==> src/rtl/turbo_pkg.sv <==
// Shared turbo-code definitions: LTE constituent polynomials and the RSC FSM encoding.
package turbo_pkg;

    // LTE constituent code: memory 3, g0 = 1+D^2+D^3 (feedback), g1 = 1+D+D^3 (parity)
    localparam int         M_LTE    = 3;
    localparam logic [3:0] G_FB_LTE = 4'b1101;
    localparam logic [3:0] G_FF_LTE = 4'b1011;

    // Encoder control states: waiting for a block, encoding information bits, emitting tail
    typedef enum logic [1:0] {
        IDLE = 2'd0,
        DATA = 2'd1,
        TAIL = 2'd2
    } rsc_state_t;

endpackage

==> src/rtl/rsc_step.sv <==
// One trellis step of a recursive systematic convolutional encoder.
// In tail mode the input bit is replaced by the feedback sum, which zeroes the
// recursive bit and shifts a zero into the state register.
module rsc_step #(
    parameter int           M    = 3,
    parameter logic [M:0]   G_FB = 4'b1101,
    parameter logic [M:0]   G_FF = 4'b1011
) (
    input  logic [M-1:0] s,
    input  logic         x,
    input  logic         tail,
    output logic         sys,
    output logic         par,
    output logic [M-1:0] s_next
);

    logic fb_sum;
    logic ff_sum;
    logic x_eff;
    logic a;

    // Feedback/feedforward sums over the state taps, then systematic, parity and next state
    always_comb begin
        fb_sum = 1'b0;
        ff_sum = 1'b0;
        for (int i = 1; i <= M; i++) begin
            fb_sum = fb_sum ^ (G_FB[i] & s[i-1]);
            ff_sum = ff_sum ^ (G_FF[i] & s[i-1]);
        end
        x_eff  = tail ? fb_sum : x;
        a      = x_eff ^ fb_sum;
        sys    = x_eff;
        par    = (G_FF[0] & a) ^ ff_sum;
        s_next = {s[M-2:0], a};
    end

endmodule

==> src/rtl/rsc_conv_encoder.sv <==
// Terminated RSC constituent encoder with a valid/ready input stream and a
// single-register output slot, parallel or serial symbol format.
//
// Handshake: a beat transfers on a rising clk edge where valid and ready are both
// high; ready never depends on the same interface's valid, and a presented beat
// (out_data/out_tail/out_last) holds stable until it transfers.
module rsc_conv_encoder
    import turbo_pkg::*;
#(
    parameter int         M      = M_LTE,
    parameter logic [M:0] G_FB   = G_FB_LTE,
    parameter logic [M:0] G_FF   = G_FF_LTE,
    parameter int         LEN_W  = 13,
    parameter int         SERIAL = 0
) (
    input  logic             clk,
    input  logic             rst_n,
    input  logic             en,
    input  logic             start,
    input  logic [LEN_W-1:0] blk_len,
    input  logic             in_valid,
    output logic             in_ready,
    input  logic             in_bit,
    output logic             out_valid,
    input  logic             out_ready,
    output logic [1:0]       out_data,
    output logic             out_tail,
    output logic             out_last,
    output logic             busy
);

    localparam int TC_W = $clog2(M + 1);

    rsc_state_t       state_q, state_d;
    logic [M-1:0]     s_q;
    logic [LEN_W-1:0] cnt_q;
    logic [TC_W-1:0]  tail_cnt_q;
    logic             valid_q;
    logic             sys_q;
    logic             par_q;
    logic             tail_q;
    logic             last_q;
    logic             phase_q;

    logic             final_beat;
    logic             slot_free;
    logic             fire;
    logic             start_ok;
    logic             accept;
    logic             tail_gen;
    logic             load;
    logic             done;
    logic             step_sys;
    logic             step_par;
    logic [M-1:0]     s_next;

    rsc_step #(
        .M    (M),
        .G_FB (G_FB),
        .G_FF (G_FF)
    ) u_step (
        .s      (s_q),
        .x      (in_bit),
        .tail   (state_q == TAIL),
        .sys    (step_sys),
        .par    (step_par),
        .s_next (s_next)
    );

    // Slot and handshake qualifiers; the slot frees on the transfer of a symbol's final beat
    always_comb begin
        final_beat = (SERIAL != 0) ? phase_q : 1'b1;
        slot_free  = !valid_q || (out_ready && final_beat);
        fire       = valid_q && out_ready;
        start_ok   = (state_q == IDLE) && start && (blk_len != '0);
        in_ready   = en && (state_q == DATA) && slot_free;
        accept     = in_valid && in_ready;
        tail_gen   = (state_q == TAIL) && slot_free && (tail_cnt_q != TC_W'(M));
        load       = accept || tail_gen;
        done       = fire && final_beat && last_q;
    end

    // Next-state logic for the block sequencer
    always_comb begin
        state_d = state_q;
        case (state_q)
            IDLE:    if (start_ok) state_d = DATA;
            DATA:    if (accept && (cnt_q == LEN_W'(1))) state_d = TAIL;
            TAIL:    if (done) state_d = IDLE;
            default: state_d = IDLE;
        endcase
    end

    // FSM state register; en low returns to IDLE
    always_ff @(posedge clk or negedge rst_n) begin
        if (!rst_n) begin
            state_q <= IDLE;
        end else if (!en) begin
            state_q <= IDLE;
        end else begin
            state_q <= state_d;
        end
    end

    // Encoder state, remaining-bit counter and tail counter
    always_ff @(posedge clk or negedge rst_n) begin
        if (!rst_n) begin
            s_q        <= '0;
            cnt_q      <= '0;
            tail_cnt_q <= '0;
        end else if (!en) begin
            s_q        <= '0;
            cnt_q      <= '0;
            tail_cnt_q <= '0;
        end else if (start_ok) begin
            s_q        <= '0;
            cnt_q      <= blk_len;
            tail_cnt_q <= '0;
        end else begin
            if (accept)   cnt_q      <= cnt_q - LEN_W'(1);
            if (load)     s_q        <= s_next;
            if (tail_gen) tail_cnt_q <= tail_cnt_q + TC_W'(1);
        end
    end

    // Output slot: load a new symbol when free, otherwise step the serial phase or drain
    always_ff @(posedge clk or negedge rst_n) begin
        if (!rst_n) begin
            valid_q <= 1'b0;
            sys_q   <= 1'b0;
            par_q   <= 1'b0;
            tail_q  <= 1'b0;
            last_q  <= 1'b0;
            phase_q <= 1'b0;
        end else if (!en) begin
            valid_q <= 1'b0;
            sys_q   <= 1'b0;
            par_q   <= 1'b0;
            tail_q  <= 1'b0;
            last_q  <= 1'b0;
            phase_q <= 1'b0;
        end else if (load) begin
            valid_q <= 1'b1;
            sys_q   <= step_sys;
            par_q   <= step_par;
            tail_q  <= tail_gen;
            last_q  <= tail_gen && (tail_cnt_q == TC_W'(M - 1));
            phase_q <= 1'b0;
        end else if (fire) begin
            if (final_beat) begin
                valid_q <= 1'b0;
                phase_q <= 1'b0;
            end else begin
                phase_q <= 1'b1;
            end
        end
    end

    // Output formatting; everything reads 0 while the slot is empty
    always_comb begin
        out_valid = valid_q;
        out_tail  = valid_q && tail_q;
        out_last  = valid_q && last_q && final_beat;
        busy      = (state_q != IDLE);
        if (!valid_q) begin
            out_data = 2'b00;
        end else if (SERIAL != 0) begin
            out_data = {1'b0, (phase_q ? par_q : sys_q)};
        end else begin
            out_data = {par_q, sys_q};
        end
    end

endmodule

==> config.mk <==
export PLATFORM = sky130hd
export DESIGN_NAME = rsc_conv_encoder
export DESIGN_NICKNAME = d
export VERILOG_FILES = /design/src/rtl/turbo_pkg.sv /design/src/rtl/rsc_step.sv /design/src/rtl/rsc_conv_encoder.sv
export SDC_FILE = /design/constraint.sdc
export NUM_CORES = 1
export LEC_CHECK = 0
export ABC_AREA = 1
export ABC_CLOCK_PERIOD_IN_PS = 1600
export CORE_ASPECT_RATIO = 0.9
export CORE_UTILIZATION = 50
export DETAILED_ROUTE_END_ITERATION = 8
export PLACE_DENSITY_LB_ADDON = 0.15
export SYNTH_ARGS = -nofsm -noshare
export SYNTH_HDL_FRONTEND = slang
export SYNTH_SLANG_ARGS = --single-unit
==> constraint.sdc <==
create_clock -name clk -period 1.6 [get_ports clk]
set_clock_uncertainty 0.1 [all_clocks]
set_input_delay 0.48 -clock clk [delete_from_list [all_inputs] [get_ports clk]]
set_output_delay 0.48 -clock clk [all_outputs]
set_load 0.01 [all_outputs]
==> impl_metrics.toml, run 1 <==
[run_status]
status = "finished with violations"
failed_checks = "negative setup slack"

[placed_design]
place_inst = 366
place_hpwl_mm = 3.24
numPortBuffers = 26
gp_congestion = 0.809

[worst_setup_path]
arrival_ns = 1.95
crit_chain = "inv_1, ha_1, nand2_1, nor2_4, xor2_1, nand2_2, nand2_1, nand2_1, nand2_1"
cp.required_ns = 1.71
slowest_delay_ns = 0.42
r2r-end = "cnt_q[6]"
critPathMaxFanout = 4
reg2regPathDepth = 9
crit_top_cell = "nand2_1"
path_class = "reg -> reg"
path_delay_family = "simple AND/OR/NAND/NOR gates"
critPathLaunchType = "flop"
worstSetupEndpointType = "flop"
worst_path_max_delay_cell = "dfrtp_1"
ff2ff_setup_slack_ns = -0.23
r2r_start = "cnt_q[0]"
worst-path-buf-inv = 1

[final_layout]
final_cell_mix = "nand2_1 (72), nor2_1 (28)"
area.growth.synth_to_final_pct = 53.6
drive_above_1_share = 0.385
postLayoutCoreUtil = 0.816
fin_cells = 382
final_common_cell = "nand2_1"
diodes = 0
nNetsFinal = 363

[synthesis]
synthTopCellsByArea = "dfrtp_1 (34%), nand2_1 (19%), nand3_1 (7.7%)"
ys_types = 29
yosysTopAreaCellShare = 0.344
syn_inst = 270
ys_seq_elements = 25
synth-seq-area-share = 0.344
syn-num-nets = 294
syn_area_per_cell_um2 = 6.74
yosysWarnings = 0
yosys.area.top_type = "dfrtp_1"
synthesis.area_um2 = 1820

[die]
die_y_um = 59.2
core_area_um2 = 3430
initial_utilization = 0.531
dieArea_um2 = 3890
io_pins = 27
rows = 20
die_x_um = 65.6

[global_route]
antenna_found_initial = 0
grt_pass1_wl_mm = 7.88
grtUsageTotal = 0.273
grt_max_degree = 26
gr-total-overflow = 0
grt_pass1_vias = 1798

[min_path]
holdPathStages = 2
hp-class = "reg -> reg"
min_to = "tail_q"
holdCritStartpoint = "tail_q"

[clocking]
cts_tree = "built"
clockBufferDepth = 2
htreeDepth = 1
cts-root-buf = "clkbuf_8"
cts.reportedPaths.clkPinSlew_ns = 0.09
cts_buffers = 3
clock_sinks = 25
clock_latency_ns = 0.27
cts_hold_buf = 0

[sta]
post-route-period-util = 1.15
fin_crit_ns = 1.83
finalSetupViolations = 30
fin_hold_ws_ns = 0.381
worst_slack_ns = -0.232
fmax_ghz = 0.546
rsz0062_at_grt = "yes"
hold_viol_final = 0
setup_tns_ns = -2.95
final_max_slew_viol_count = 0
tightest_slew_ns = 0.404
slew-limit-headroom = 0.729

[detailed_routing]
routed-wl-met2_mm = 3.04
drc = 0
drt_first_pass_iters = 5
antenna_left = 0
vias = 2119
wl_met1_mm = 2.51
routed_wl_mm = 6.15
wl_per_cell_um = 16.1
wl_met3_um = 402
vias_per_cell = 5.55
top_layer = "met4"
drt-initial-drc-count = 281

[power_and_ir_drop]
vdd.ir_drop.worst_mv = 0.762
power_density_nw_per_um2 = 858
p_total_w = 0.00240
p_leak_nw = 1.51

[run]
drv_cap = 0
[how the worst max path moves through the flow]
stage               startpoint        to  slack [ns]  cells after the start
floorplan           blk_len[8]  cnt_q[3]        0.03                      9
finish                cnt_q[0]  cnt_q[6]       -0.23                      9
global route          cnt_q[0]  cnt_q[6]       -0.27                      9
global placement            en  in_ready       -0.71                      4
CTS                  out_valid  in_ready       -0.16                      6
detailed placement          en  in_ready       -0.72                      4
[timing repair]
item	in CTS	in global routing
gates resized for setup	74	85
endpoints found under the setup margin	32	31
cloned	1	1
buffers inserted	7	5
pin swaps	27	27
[logic make-up after synthesis]
logic type	share of synthesized area
simple gates	0.472
buf+inv	0.0962
flops	0.344
compound gates	0.0461
fa+ha+maj	0.0275
xor+xnor	0.0144
[cell type report]
cell class | instances | area, um^2
multi-input combinational | 207 | 1260
timing repair buffer | 69 | 671
fill | 195 | 632
sequential | 25 | 626
inverter | 33 | 139
tap | 44 | 55.1
clock buffer | 4 | 45.0
[synth_stat cells]
cell type / instances
nand2_2: 13
nor3_1: 2
o31ai_1: 1
o21ai_0: 12
clkbuf_1: 1
nand2_8: 1
a21boi_0: 1
xnor2_1: 2
nand2_4: 2
nand3b_1: 2
xor2_1: 1
a21oi_2: 1
nor2_8: 1
or2_4: 1
inv_2: 1
buf_4: 3
buf_12: 1
nor2_2: 2
nand2_1: 90
nand3_2: 1
nor2_1: 36
nor2_4: 3
dfrtp_1: 25
nand4_1: 1
inv_1: 32
nand3_1: 28
ha_1: 4
or2_2: 1
buf_2: 1
[power by group]
part / leakage, nW / internal [W] / switching (W)
clock: 0.0228 / 0.000179 / 0.000212
combinational: 1.15 / 0.000497 / 0.000730
sequential: 0.341 / 0.000697 / 0.0000844
total: 1.51 / 0.00137 / 0.00103
[metrics by stage]
step                cell area [um^2]  setup slack, ns
CTS                             2480           -0.159
floorplan                       1820           0.0313
finish                          2800           -0.232
global placement                2340           -0.713
global route                    2800           -0.268
detailed placement              2340           -0.715
[metal layers]
layer / vias to the layer above / track usage
li1: 972 / -
met1: 1011 / 0.350
met2: 109 / 0.464
met3: 27 / 0.0481
met4: 0 / 0.0932
met5: - / 0
[state kept, by name (all words and copies together) (netlist names)]
register / cells
last_q: 1
cnt_q: 13
sys_q: 1
out_valid: 1
tail_cnt_q: 2
s_q: 3
state_q: 2
tail_q: 1
par_q: 1
[worst register-to-register path, delay by kind of cell, from the launching register on]
family | cells | cell delay (ns)
adder cells (fa/ha/maj) | 1 | 0.19
AND/OR/NAND/NOR | 6 | 0.65
buffers and inverters | 1 | 0.14
flip-flops | 1 | 0.42
XOR/XNOR | 1 | 0.26
(Power assumes the default switching activity.)
==> run 2, diff against run 1 <==
Settings changed: REMOVE_ABC_BUFFERS set to 1.
==> impl_metrics.toml, run 2 (synthesis results as in run 1) <==
[run_status]
status = "finished with violations"
failed_checks = "negative setup slack"

[global_route]
grtUsageTotal = 0.258
antenna_found_initial = 0
grt_max_degree = 26
gr-total-overflow = 0
grt_pass1_wl_mm = 7.57
grt_pass1_vias = 1694

[sta]
tightest_slew_ns = 0.335
hold_viol_final = 0
fin_crit_ns = 1.66
rsz0062_at_grt = "yes"
final_max_slew_viol_count = 0
fin_hold_ws_ns = 0.393
fmax_ghz = 0.601
finalSetupViolations = 17
worst_slack_ns = -0.0631
post-route-period-util = 1.04
slew-limit-headroom = 0.774

[placed_design]
gp_congestion = 0.845
place_hpwl_mm = 3.26
numPortBuffers = 26

[worst_setup_path]
critPathMaxFanout = 2
slowest_delay_ns = 0.26
crit_top_cell = "nor2_4"
ff2ff_setup_slack_ns = -0.04
path_class = "in -> out"
worst_path_max_delay_cell = "dlygate4sd2_1"
arrival_ns = 1.08
worstSetupEndpointType = "primary output"
cp.required_ns = 1.02
path_delay_family = "buffers and inverters"
reg2regPathDepth = 11
worst-path-buf-inv = 2
critPathLaunchType = "input port"
crit_chain = "dlygate4sd2_1, nor2_4, nor2_4, buf_6"
r2r-end = "cnt_q[7]"
r2r_start = "state_q[1]"

[min_path]
holdPathStages = 2
min_to = "sys_q"
hp-class = "reg -> reg"
holdCritStartpoint = "sys_q"

[power_and_ir_drop]
p_leak_nw = 1.46
vdd.ir_drop.worst_mv = 0.692
power_density_nw_per_um2 = 851

[final_layout]
area.growth.synth_to_final_pct = 44.1
diodes = 0
nNetsFinal = 358
final_cell_mix = "nand2_1 (79), buf_4 (30), nor2_1 (27)"
drive_above_1_share = 0.345
final_common_cell = "nand2_1"
largest_reg_flops = 13
top_register = "cnt_q"
postLayoutCoreUtil = 0.765
reg_top3 = "cnt_q x13, s_q x3"

[detailed_routing]
drt-initial-drc-count = 131
wl_per_cell_um = 12.8
antenna_left = 0
drc = 0
routed_wl_mm = 4.81
vias = 1872
drt_first_pass_iters = 4
vias_per_cell = 4.97

[die]
rows = 20
initial_utilization = 0.531
dieArea_um2 = 3890
die_x_um = 65.6
core_area_um2 = 3430
io_pins = 27
die_y_um = 59.2

[run]
drv_cap = 0

[clocking]
cts_buffers = 3
cts-root-buf = "clkbuf_8"
cts_tree = "built"
clockBufferDepth = 2
cts.reportedPaths.clkPinSlew_ns = 0.09
clock_sinks = 25
htreeDepth = 1
clock_latency_ns = 0.27
## run 2: cell count changes in the layout (fill, tap and decap cells not counted), sizes merged
cell and delta:
buf -5, clkdlybuf4s15 -1, dlymetal6s2s +1, clkdlybuf4s50 -1
clkinv +1
## run 2: stage by stage
stage	cells	setup WS, ns	power, W	TNS [ns]	instance area, um^2
floorplan	264	-0.0467	0.00134	-0.533	1770
global placement	368	-0.714	0.00164	-11.09	2360
detailed placement	368	-0.743	0.00166	-12.03	2360
CTS	376	-0.0707	0.00208	-0.166	2480
global route	377	-0.120	0.00239	-1.88	2620
finish	377	-0.0631	0.00223	-0.420	2620
## run 2: timing repair
item	CTS	global route
pin swaps	19	26
hold endpoints to repair	0	0
resized for setup	71	50
gates cloned	1	1
hold buffers	0	0
setup endpoints to repair	30	29
setup buffers	3	0
## run 2: metal layers
layer	vias up	routed length (um)	GRT usage
met2	41	2320	0.439
met5	-	0	0
met1	858	2210	0.340
met3	10	198	0.0481
li1	963	-	-
met4	0	85	0.0590
## run 2: final cells by class
type / count / area, um^2
clock buffer: 3 / 41.3
clock inverter: 1 / 5.00
fill: 241 / 806
inverter: 33 / 124
multi-input combinational: 207 / 1190
sequential: 25 / 626
tap: 44 / 55.1
timing repair buffer: 64 / 586
## run 2: report_power, final
group / leakage [nW] / internal, W / total [W] / switching, W
combinational: 1.10 / 0.000457 / 0.00108 / 0.000623
sequential: 0.341 / 0.000697 / 0.000774 / 0.0000772
clock: 0.0255 / 0.000174 / 0.000377 / 0.000203
## run 2: worst max-delay path by stage
stage,from,endpoint,slack [ns],cells after the start
final,out_ready,in_ready,-0.06,4
after global placement,en,in_ready,-0.71,4
after floorplan,blk_len[8],cnt_q[0],-0.05,8
after detailed placement,en,in_ready,-0.74,4
after CTS,out_valid,in_ready,-0.07,4
after global routing,state_q[1],cnt_q[5],-0.12,11
## run 2: tightest hold or removal path: cells and delay by family (launching register included)
kind	cells	cell delay, ns
flip-flops	1	0.36
AND/OR/NAND/NOR	2	0.10
==> run 3, diff against run 2 <==
Settings changed: CORE_MARGIN set to 1, CTS_BUF_LIST set to sky130_fd_sc_hd__clkbuf_16, GPL_TIMING_DRIVEN set to 0.
==> impl_metrics.toml, run 3 (synthesis results as in run 1) <==
[run_status]
status = "finished with violations"
failed_checks = "negative setup slack"

[worst_setup_path]
slowest_delay_ns = 0.41
worst-path-buf-inv = 2
critPathLaunchType = "flop"
critPathMaxFanout = 3
path_class = "reg -> out"
crit_chain = "buf_6, nand3_4, nor2_4, buf_6"
ff2ff_setup_slack_ns = -0.02
cp.required_ns = 1.02
crit_top_cell = "buf_6"
path_delay_family = "flip-flops"
arrival_ns = 1.13
worstSetupEndpointType = "primary output"
worst_path_max_delay_cell = "dfrtp_1"

[die]
dieArea_um2 = 3890
io_pins = 27
rows = 20
die_y_um = 59.2
initial_utilization = 0.531
die_x_um = 65.6
core_area_um2 = 3430

[placed_design]
place_hpwl_mm = 2.94
numPortBuffers = 26
dpl_cell_area_um2 = 2080
gp_congestion = 0.898

[final_layout]
fillers = 260
nNetsFinal = 339
diodes = 0
final_cell_mix = "nand2_1 (81), nand3_1 (26), nor2_1 (25)"
top_register = "cnt_q"
reg_top3 = "cnt_q x13, s_q x3"
final_common_cell = "nand2_1"
area.growth.synth_to_final_pct = 35.7
largest_reg_flops = 13
fin_area_um2 = 2470
drive_above_1_share = 0.318
postLayoutCoreUtil = 0.720

[global_route]
grt_max_degree = 26
grt_pass1_wl_mm = 7.18
gr-total-overflow = 0
antenna_found_initial = 0
grtUsageTotal = 0.246
grt_pass1_vias = 1593

[sta]
post-route-period-util = 1.07
tightest_slew_ns = 0.637
rsz0062_at_grt = "yes"
final_max_slew_viol_count = 0
fmax_ghz = 0.586
worst_slack_ns = -0.107
hold_viol_final = 0
finalSetupViolations = 4
fin_crit_ns = 1.71
slew-limit-headroom = 0.575

[clocking]
cts_buffers = 3
clock_latency_ns = 0.26
clock_sinks = 25
cts-root-buf = "clkbuf_16"
htreeDepth = 1
cts.reportedPaths.clkPinSlew_ns = 0.06
cts_tree = "built"
cts_hold_buf = 0
clockBufferDepth = 2

[detailed_routing]
drt-initial-drc-count = 111
vias = 1824
vias_per_cell = 5.09
drc = 0
antenna_left = 0
routed_wl_mm = 4.80
wl_per_cell_um = 13.4
drt_first_pass_iters = 4

[power_and_ir_drop]
vdd.ir_drop.worst_mv = 0.615
p_leak_nw = 1.37
power_density_nw_per_um2 = 942

[run]
drv_cap = 0

[min_path]
hp-class = "in -> async"
==> run 3: cell count changes in the layout (fill, tap and decap cells not counted), moves of 4 or more <==
cell,previous run,this run
buf_6,7,12
buf_4,30,11
o21ai_0,5,11
clkbuf_2,2,9
clkdlybuf4s15_1,8,4
==> run 3: cell type report <==
cell class / instances / area [um^2] / area share
tap: 44 / 55.1 / 0.0223
multi-input combinational: 207 / 1170 / 0.476
sequential: 25 / 627 / 0.254
clock inverter: 1 / 3.75 / 0.00152
timing repair buffer: 45 / 410 / 0.166
clock buffer: 3 / 75.1 / 0.0304
inverter: 33 / 124 / 0.0502
==> run 3: power breakdown <==
| group | internal [W] | leakage [nW] | switching (W) | total (W) |
|---|---|---|---|---|
| Combinational | 0.000397 | 0.991 | 0.000594 | 0.000992 |
| Sequential | 0.000698 | 0.340 | 0.0000822 | 0.000780 |
| Clock | 0.000334 | 0.0423 | 0.000220 | 0.000554 |
==> run 3: worst register-to-register path: stages, from the launching register on <==
cell	delay [ns]
dfrtp_1	0.41
buf_6	0.15
nand3_4	0.07
nor2_4	0.14
nand2_2	0.12
a21oi_4	0.23
buf_12	0.13
buf_16	0.10
nand2_1	0.05
nand2_1	0.06
==> run 3: what timing repair did <==
action,in CTS,in global routing
hold endpoints to repair,0,0
setup buffers,17,3
gates cloned,2,0
endpoints found under the setup margin,57,29
pin swaps,21,20
resized for setup,76,55
==> run 3: routing by layer <==
layer | vias up | share of wire | global-route usage
met5 | - | 0 | 0
met4 | 0 | 0.018 | 0.0807
met3 | 8 | 0.045 | 0.0481
met2 | 49 | 0.49 | 0.386
met1 | 836 | 0.45 | 0.341
li1 | 931 | - | -
==> run 3: worst paths after layout <==
kind                              to        from  cells after the start
max                         in_ready  state_q[0]                      4
min                         cnt_q[3]       rst_n                      1
max reg2reg                 cnt_q[0]  state_q[0]                      9
min reg2reg                   tail_q      tail_q                      2
max in group asynchronous  out_valid       rst_n                      1
min in group clk              tail_q      tail_q                      2
==> run 3: stage by stage <==
stage          hold slack [ns]  std cells  power, W  worst slack [ns]  TNS (ns)
2_1_floorplan           0.0844        264   0.00134           -0.0467    -0.533
3_3_place_gp             0.358        334   0.00153             -1.02    -29.68
3_5_place_dp             0.363        334   0.00155             -1.01    -29.59
4_1_cts                  0.386        356   0.00221           -0.0543   -0.0863
5_1_grt                  0.180        358   0.00248            -0.141     -1.14
6_report                 0.128        358   0.00233            -0.107    -0.156
==> patch (flow settings as in run 1) <==
Change the parameter `LEN_W` from 13 to 9.
--- a/src/rtl/rsc_conv_encoder.sv
+++ b/src/rtl/rsc_conv_encoder.sv
@@ -11,5 +11,5 @@
     parameter logic [M:0] G_FB   = G_FB_LTE,
     parameter logic [M:0] G_FF   = G_FF_LTE,
-    parameter int         LEN_W  = 13,
+    parameter int         LEN_W  = 9,
     parameter int         SERIAL = 0
 ) (
Ports: changed (resized blk_len); port bits go from 27 to 23. No check against the original RTL was run, so the function may have changed too.
==> patch against run 1 <==
- the flow still finishes with violations (negative setup slack)
- critical path depth up 2
- sequential cell count down 4
- cell area down 20%
- total power down 21%
- cell count down 16%
- worst setup slack better by 0.031 ns
- routed wire length down 25%
- area after synthesis down 16%
- critical path type unchanged
==> patch: results (changes against run 1) <==
- Worst IR Drop VDD: 553 uV (-27%)
- Filler instances: 190 (-2.6%)
- Largest regs: cnt_q x9, s_q x3
- Netlist cell types: 32 (+10%)
- Starting DRT DRC Count: 127 (-55%)
- Critical path data arrival time: 1.93 ns (-0.02 ns)
- Failing checks: negative setup slack
- Largest net degree at the start of global routing: 22 (-15%)
- RR Startpoint: state_q[0]
- I/O Buffers: 22 (-15%)
- Worst Slack Setup Final: -0.201 ns (+0.0312 ns)
- Fin nets: 302 (-17%)
- Worst-path fanout max: 8 (+4)
- Worst Max-Slew Pin Slew: 0.379 ns (-0.0255 ns)
- Synth area leaders: dfrtp_1 (35%), nand2_1 (20%), inv_1 (5.9%), nand3_1 (5.6%), nand2_2 (4.1%)
- CTS clk-pin slew, worst paths: 0.14 ns (+0.05 ns)
- Vias in the first global route: 1,494 (-17%)
- Hold Path Class: input pin to asynchronous set/reset pin
- Hold slack: 0.379 ns (-0.00109 ns)
- Via count: 1,651 (-22%)
- CTS root buf: clkbuf_4
- Status: finished, violations left
- Final setup fails: 21 (-30%)
- Commonest cells in the netlist: nand2_1 (81), inv_1 (24), dfrtp_1 (21), nand3_1 (17), nor2_1 (13)
- Switching Fraction: 41.4% (-1.4 points)
- Dpl hpwl: 2.78 mm (-14%)
==> patch: changes by cell type in the layout (fill, tap and decap cells not counted), sizes merged, moves of 5 or more <==
cell	delta
dlygate4sd2	+5
nand3	-11
nand2	-12
inv	-7
nor2	-24
clkdlybuf4s15	-9
==> patch: path summary, 6_finish.rpt <==
| kind | cells past startpoint | end |
|---|---|---|
| setup / recovery | 11 | cnt_q[8] |
| min in group clk | 2 | last_q |
| setup reg to reg | 11 | cnt_q[8] |
| hold / removal | 2 | cnt_q[5] |
| hold reg to reg | 2 | last_q |
| max in group asynchronous | 2 | tail_cnt_q[0] |
==> patch: cell type report <==
type / count / area, um^2 / share of cell area (%)
Timing Repair Buffer: 64 / 567 / 25.2
Tap cell: 40 / 50.0 / 2.22
Multi-Input combinational cell: 165 / 975 / 43.3
Clock inverter: 1 / 5.00 / 0.222
Clock buffer: 3 / 22.5 / 1.00
Sequential cell: 21 / 526 / 23.3
Inverter: 27 / 106 / 4.72
==> patch: metrics by stage <==
stage                     TNS [ns]  setup slack, ns  instances  util (%)  instance area (um^2)
after global routing         -4.42           -0.256        321      80.0                  2250
after floorplan                  0           0.0753        214         -                  1520
after global placement       -9.44           -0.740        306      71.8                  2020
after CTS                   -0.905           -0.159        320      77.4                  2180
after detailed placement     -9.76           -0.736        306      71.8                  2020
final                        -2.61           -0.201        321      80.0                  2250
==> patch: power by group through the flow <==
stage / combinational (mW) / clock [mW] / sequential, mW
final: 0.963 / 0.283 / 0.644
after CTS: 0.885 / 0.280 / 0.640
after floorplan: 0.535 / 0 / 0.637
after detailed placement: 0.801 / 0 / 0.651
after global placement: 0.790 / 0 / 0.651
after global routing: 1.06 / 0.314 / 0.651
==> patch: worst max-delay path: cells and delay by family, from the launching register on <==
family | cells | cell delay [ns]
buffers and inverters | 4 | 0.49
AND/OR/NAND/NOR | 7 | 0.67
flip-flops | 1 | 0.42
==> patch: cell families (layout without fill, tap and decap cells) <==
group	Yosys count	count (layout)	share of synthesized area [%]
simple gates	139	140	44.2
fa+ha+maj	4	4	3.29
xor+xnor	3	3	1.73
flops	21	21	34.5
compound gates	17	18	7.48
buf+inv	30	95	8.79
==> patch: metal layers <==
metal / vias up / track usage [%] / part of all wire, % / wire length [um]
met2: 76 / 46.9 / 48 / 2190
li1: 810 / - / - / -
met1: 751 / 38.8 / 41 / 1880
met5: - / 0 / 0 / 0
met3: 14 / 5.67 / 8.0 / 367
met4: 0 / 12.0 / 3.4 / 155
==> patch: what timing repair did <==
| item | CTS | global route |
|---|---|---|
| resized for setup | 61 | 19 |
| endpoints found under the setup margin | 26 | 28 |
| gates cloned | 2 | 0 |
| setup buffers | 11 | 1 |
| pin swaps | 20 | 13 |
